==> src/rtl/bus_pkg.sv <==
// Shared definitions for the bus arbitration mux.
// Holds the mode encodings used by the top and by the testbench.
package bus_pkg;

  typedef enum logic {
    MODE_DIRECT = 1'b0,
    MODE_RR     = 1'b1
  } mode_e;

endpackage

==> src/rtl/rr_arbiter.sv <==
// Round-robin priority search with a last-granted pointer.
// The scan starts just after the pointer and wraps, so the pointer's own channel comes last.
module rr_arbiter #(
  parameter int CHANNELS = 32,
  parameter int SEL_W    = $clog2(CHANNELS)
) (
  input  logic                Clk,
  input  logic                Reset,
  input  logic [CHANNELS-1:0] Req,
  input  logic                enable,
  output logic [CHANNELS-1:0] Grant,
  output logic [SEL_W-1:0]    index
);

  logic [SEL_W-1:0] ptr_q, ptr_d;
  logic             found;
  int               idx;

  always_comb begin
    found = 1'b0;
    index = ptr_q;
    idx   = 0;
    Grant = '0;
    for (int k = 1; k <= CHANNELS; k++) begin
      idx = int'(ptr_q) + k;
      if (idx >= CHANNELS) idx = idx - CHANNELS;
      if (!found && Req[SEL_W'(idx)]) begin
        found = 1'b1;
        index = SEL_W'(idx);
      end
    end
    Grant[index] = found && enable;
  end

  // The pointer only advances on a grant that actually happens.
  assign ptr_d = (found && enable) ? index : ptr_q;

  always_ff @(posedge Clk) begin
    if (Reset) ptr_q <= SEL_W'(CHANNELS - 1);
    else       ptr_q <= ptr_d;
  end

endmodule

==> src/rtl/bus_arb_mux.sv <==
// Multi-channel arbiter/mux: direct or round-robin selection into a one-word output register.
// Grant is the combinational ready back to the sources; Result is a valid/ready skid-free stage.
module bus_arb_mux
  import bus_pkg::*;
#(
  parameter int WIDTH    = 16,
  parameter int CHANNELS = 32,
  parameter int SEL_W    = $clog2(CHANNELS)
) (
  input  logic                      Clk,
  input  logic                      Reset,
  input  logic                      Mode,
  input  logic [SEL_W-1:0]          Control,
  input  logic [CHANNELS-1:0]       Req,
  input  logic [CHANNELS*WIDTH-1:0] Data,
  output logic [CHANNELS-1:0]       Grant,
  output logic [WIDTH-1:0]          Result,
  output logic [SEL_W-1:0]          Result_Sel,
  output logic                      Result_Valid,
  input  logic                      Result_Ready
);

  logic [WIDTH-1:0]    result_q, result_d;
  logic [SEL_W-1:0]    sel_q, sel_d;
  logic                valid_q, valid_d;
  logic                load_en, rr_en, ctrl_in_range, any_grant;
  logic [CHANNELS-1:0] rr_grant;
  logic [SEL_W-1:0]    rr_index, grant_idx;
  int                  sel_base;

  assign load_en       = !valid_q || Result_Ready;
  assign ctrl_in_range = int'(Control) < CHANNELS;
  assign rr_en         = !Reset && load_en && (mode_e'(Mode) == MODE_RR);

  rr_arbiter #(
    .CHANNELS (CHANNELS),
    .SEL_W    (SEL_W)
  ) u_rr (
    .Clk    (Clk),
    .Reset  (Reset),
    .Req    (Req),
    .enable (rr_en),
    .Grant  (rr_grant),
    .index  (rr_index)
  );

  always_comb begin
    Grant     = '0;
    grant_idx = Control;
    if (!Reset) begin
      if (mode_e'(Mode) == MODE_RR) begin
        Grant     = rr_grant;
        grant_idx = rr_index;
      end else if (load_en && ctrl_in_range && Req[Control]) begin
        Grant[Control] = 1'b1;
      end
    end
  end

  assign any_grant = |Grant;
  assign sel_base  = int'(grant_idx) * WIDTH;

  always_comb begin
    result_d = result_q;
    sel_d    = sel_q;
    valid_d  = valid_q;
    if (load_en) begin
      valid_d = any_grant;
      if (any_grant) begin
        result_d = Data[sel_base +: WIDTH];
        sel_d    = grant_idx;
      end
    end
  end

  always_ff @(posedge Clk) begin
    if (Reset) begin
      result_q <= '0;
      sel_q    <= '0;
      valid_q  <= 1'b0;
    end else begin
      result_q <= result_d;
      sel_q    <= sel_d;
      valid_q  <= valid_d;
    end
  end

  assign Result       = result_q;
  assign Result_Sel   = sel_q;
  assign Result_Valid = valid_q;

endmodule
==> config.mk <==
export PLATFORM = sky130hd
export DESIGN_NAME = bus_arb_mux
export DESIGN_NICKNAME = d
export VERILOG_FILES = /design/src/rtl/bus_pkg.sv /design/src/rtl/rr_arbiter.sv /design/src/rtl/bus_arb_mux.sv
export SDC_FILE = /design/constraint.sdc
export NUM_CORES = 1
export LEC_CHECK = 0
export CAP_MARGIN = 15
export CORE_AREA = 2 2 235 237
export CTS_BUF_LIST = sky130_fd_sc_hd__clkbuf_16
export DETAILED_ROUTE_END_ITERATION = 16
export DIE_AREA = 0 0 237 239
export SLEW_MARGIN = 20
export SYNTH_ARGS = -nofsm -noshare
export SYNTH_HDL_FRONTEND = slang
export SYNTH_SLANG_ARGS = --single-unit
==> constraint.sdc <==
create_clock -name Clk -period 7.5 [get_ports Clk]
set_clock_uncertainty 0.1 [all_clocks]
set_input_delay 1.5 -clock Clk [delete_from_list [all_inputs] [get_ports Clk]]
set_output_delay 1.5 -clock Clk [all_outputs]
set_load 0.02 [all_outputs]
==> metrics <==
1st-pass router iterations=5; top cell type's share of synthesized area=0.168; TritonCTS clock tree=done; CP top delay family=multiplexers; Register-to-Register Path Depth=25; clock latency on the worst-skew pair=~0.28 ns; Worst setup EP type=primary output; Seq/Total Area, Yosys=0.0415; num rows=86; routed wire length=105000 µm; multi-input logic area=0.0122 mm²; layout cells sized above 1=0.317; Synth Register Bits=27; CP arrival=just under 6 ns; period utilisation layout=1.01; actual slew at the worst max-slew pin=just over 0.9 ns; syn nets=2271; IO Pins=between 600 and 700; Nets=around 3.2k; Hold Path Class=register to register; Clock power frac=0.011; failing checks=setup timing; Clock Root Buffer=clkbuf_16; vias in the first global route=about 19k; H-tree depth=1; PortBufs=~610; global-route wire length before repair=142000 µm; Crit Path Max Fanout=6; CTS buffer count=3; f_max=0.132 GHz; internal power=~6.5 mW; worst setup margin=-0.0497 ns; worst path required time=5.90 ns; Setup violations, final=4; top-count cell post-synth=nand2_1; Routed Antenna Nets=0; slew margin rel.=0.391; Crit path top cell by count=buf_6; Netlist cell types=90; Hold Path Sink=Result_Sel[3]; Area Overhead vs Synth=87.1%; Final min period=around 7.5 ns; Max Cap Viol=0; RR Startpoint=u_rr.ptr_q[2]; Commonest cells post-synth=nand2_1, mux2i_1, a32oi_1, mux4_2, nor2_1; critical path launch point=Req[0]; sequential power share=0.018; combinational cell fraction of total power=0.971; chip height=239 µm; LEAKAGE=9.97 nW; peak supply drop=approximately 0.55 mV; dpl ws=-1.21 ns; hold path startpoint=Result_Sel[3]; Critical Path Stages=18; clock tree buffer depth=2; GRT Util Overall=0.351; DR vias=~20k; FF-to-FF setup slack=0.87 ns; worst hold stages=2; share of synthesized flip-flops with an asynchronous set or reset=0; FF/Latch Area=roughly 540 µm²; post-synth top area cell=mux4_2; Syn Std Cell Area=approximately 0.013 mm²; Setup CP Type=input port to primary output; Worst setup SP type=input port; core area=0.0543 mm²; Avg Cell Area, Syn=approximately 7.6 µm²; final hold vios=0; # clock sinks=27; Detailed Place HPWL=approximately 90000 µm; number of synthesized flops with an enable pin=0; yosys warns=0; RSZ-0062 raised after global routing=true; Initial Util=0.239; Slowest cell on crit path=mux4_2; Post-synth top flop=dfxtp_1; CP cell instances=buf_2, mux4_2, mux4_2, mux2_4, or3b_4, or3_4, buf_6, nor4_4, a32o_2, a222oi_1, o21a_1, a31o_4, buf_6, a2111oi_4, buf_4, a31oi_4, inv_2, buf_6; count of final max-slew check failures=0; Hold Buf Count CTS=0; Post-DP Area=0.0234 mm²; WP buf/inv=6; GRT overflow=0; number of remaining DRC errors=0; initial antenna violation count=26; Placer Congestion=around 1.0; die area=0.0566 mm²; Fillers=5324; DR WL/cell=around 31 µm; DR iter-0 viols=slightly below 2k; Sw Pwr=7.25 mW; CP peak stage delay=roughly 0.54 ns; outcome=finished with violations; Post-Syn Instances=1705; Die X=approximately 240 µm; PD cells=between 500 and 600 mW/mm²; Final Total Pwr=approximately 14 mW; Synth area leaders=mux4_2, mux2i_1, nand2_1; Reg2Reg Capture Point=Result[2]; Vias/cell=about 5.8; Design Area, Final=~0.024 mm²; switching part of the total=0.526; pin count of the biggest net entering global routing=53; CTS clock-pin slew for the worst setup and hold paths=0.09 ns
==> metal layers <==
metal / global-route usage / share of wire / vias to the layer above
li1: - / - / 8637
met1: 0.456 / 0.41 / 9517
met2: 0.555 / 0.44 / 1233
met3: 0.0905 / 0.10 / 176
met4: 0.136 / 0.044 / 16
met5: 0 / 0.0010 / -
==> timing repair <==
item                                    in CTS  in global routing
buffers inserted                            26                 15
resized for setup                          366                105
pin swaps                                   37                 39
endpoints found under the setup margin      32                 32
==> state kept, by name, indices dropped and copies added (netlist names) <==
register and count:
Result_Sel 5, Result 16, u_rr.ptr_q 5, Result_Valid 1
==> layout by cell type (no fill, tap or decap), types with 7 or more instances in the layout <==
cell type / netlist / final
nor3b_1: 20 / 19
o31ai_1: 8 / 7
nand4_1: 17 / 17
a21boi_0: 9 / 7
a31oi_1: 9 / 7
xnor2_1: 29 / 27
mux2i_1: 184 / 178
and2_1: 39 / 35
a21o_1: 8 / 8
mux4_2: 97 / 97
nor2_1: 77 / 75
buf_2: 71 / 21
nand2_1: 359 / 349
a32oi_1: 133 / 133
a21oi_1: 59 / 52
buf_12: 0 / 44
nor2b_1: 14 / 13
a31o_1: 16 / 16
inv_1: 32 / 30
a22oi_1: 13 / 12
nand3_1: 36 / 31
nand2_2: 0 / 7
buf_6: 8 / 39
a21oi_2: 1 / 7
mux2_2: 35 / 33
nor3_1: 16 / 14
buf_4: 11 / 474
ha_1: 13 / 13
dfxtp_1: 27 / 25
a211oi_1: 9 / 7
o22ai_2: 1 / 18
and4_1: 36 / 35
o211ai_1: 22 / 22
o22ai_1: 31 / 12
a211o_1: 8 / 8
nand2b_1: 15 / 12
clkdlybuf4s50_1: 0 / 542
diode_2: 0 / 10
o21ai_0: 49 / 43
==> power groups by stage <==
stage / Sequential (mW) / Combinational (mW) / Clock [mW]
after floorplan: 0.295 / 5.63 / 0
after global placement: 0.251 / 11.8 / 0
after detailed placement: 0.253 / 11.8 / 0
after CTS: 0.252 / 12.5 / 0.150
after global routing: 0.259 / 14.0 / 0.153
final: 0.253 / 13.4 / 0.145
==> worst min-delay path: cells and delay by family (launching register included) <==
kind	cells	cell delay, ns
flip-flops	1	0.32
AND/OR/NAND/NOR	1	0.10
AO/OA/AOI/OAI	1	0.06
==> per-stage QoR <==
stage	hold WS, ns	cells	utilization	setup TNS [ns]
finish	0.421	3396	0.448	-0.133
global placement	0.382	3345	0.430	-34.72
CTS	0.419	3374	0.440	-0.00786
floorplan	0.462	1705	-	0
detailed placement	0.398	3345	0.430	-35.00
global route	0.431	3394	0.448	-0.888
==> kinds of logic after synthesis <==
group | Yosys count | synth area share
xor+xnor | 35 | 0.0236
mux | 316 | 0.340
simple gates | 674 | 0.251
compound gates | 454 | 0.264
buf+inv | 186 | 0.0684
fa+ha+maj | 13 | 0.0125
flops | 27 | 0.0415
==> layout make-up <==
type / instances / area share
inverter: 34 / 0.00524
timing repair buffer: 1125 / 0.430
sequential: 27 / 0.0223
multi-input combinational: 1492 / 0.502
antenna: 10 / 0.00103
tap: 704 / 0.0362
clock inverter: 1 / 0.000360
clock buffer: 3 / 0.00308
==> how the worst max path moves through the flow <==
stage,end
floorplan,Grant[30]
global placement,Grant[20]
detailed placement,Grant[20]
CTS,Grant[21]
global route,Grant[20]
finish,Grant[20]
Note: power is estimated with default switching activity, not from simulation.
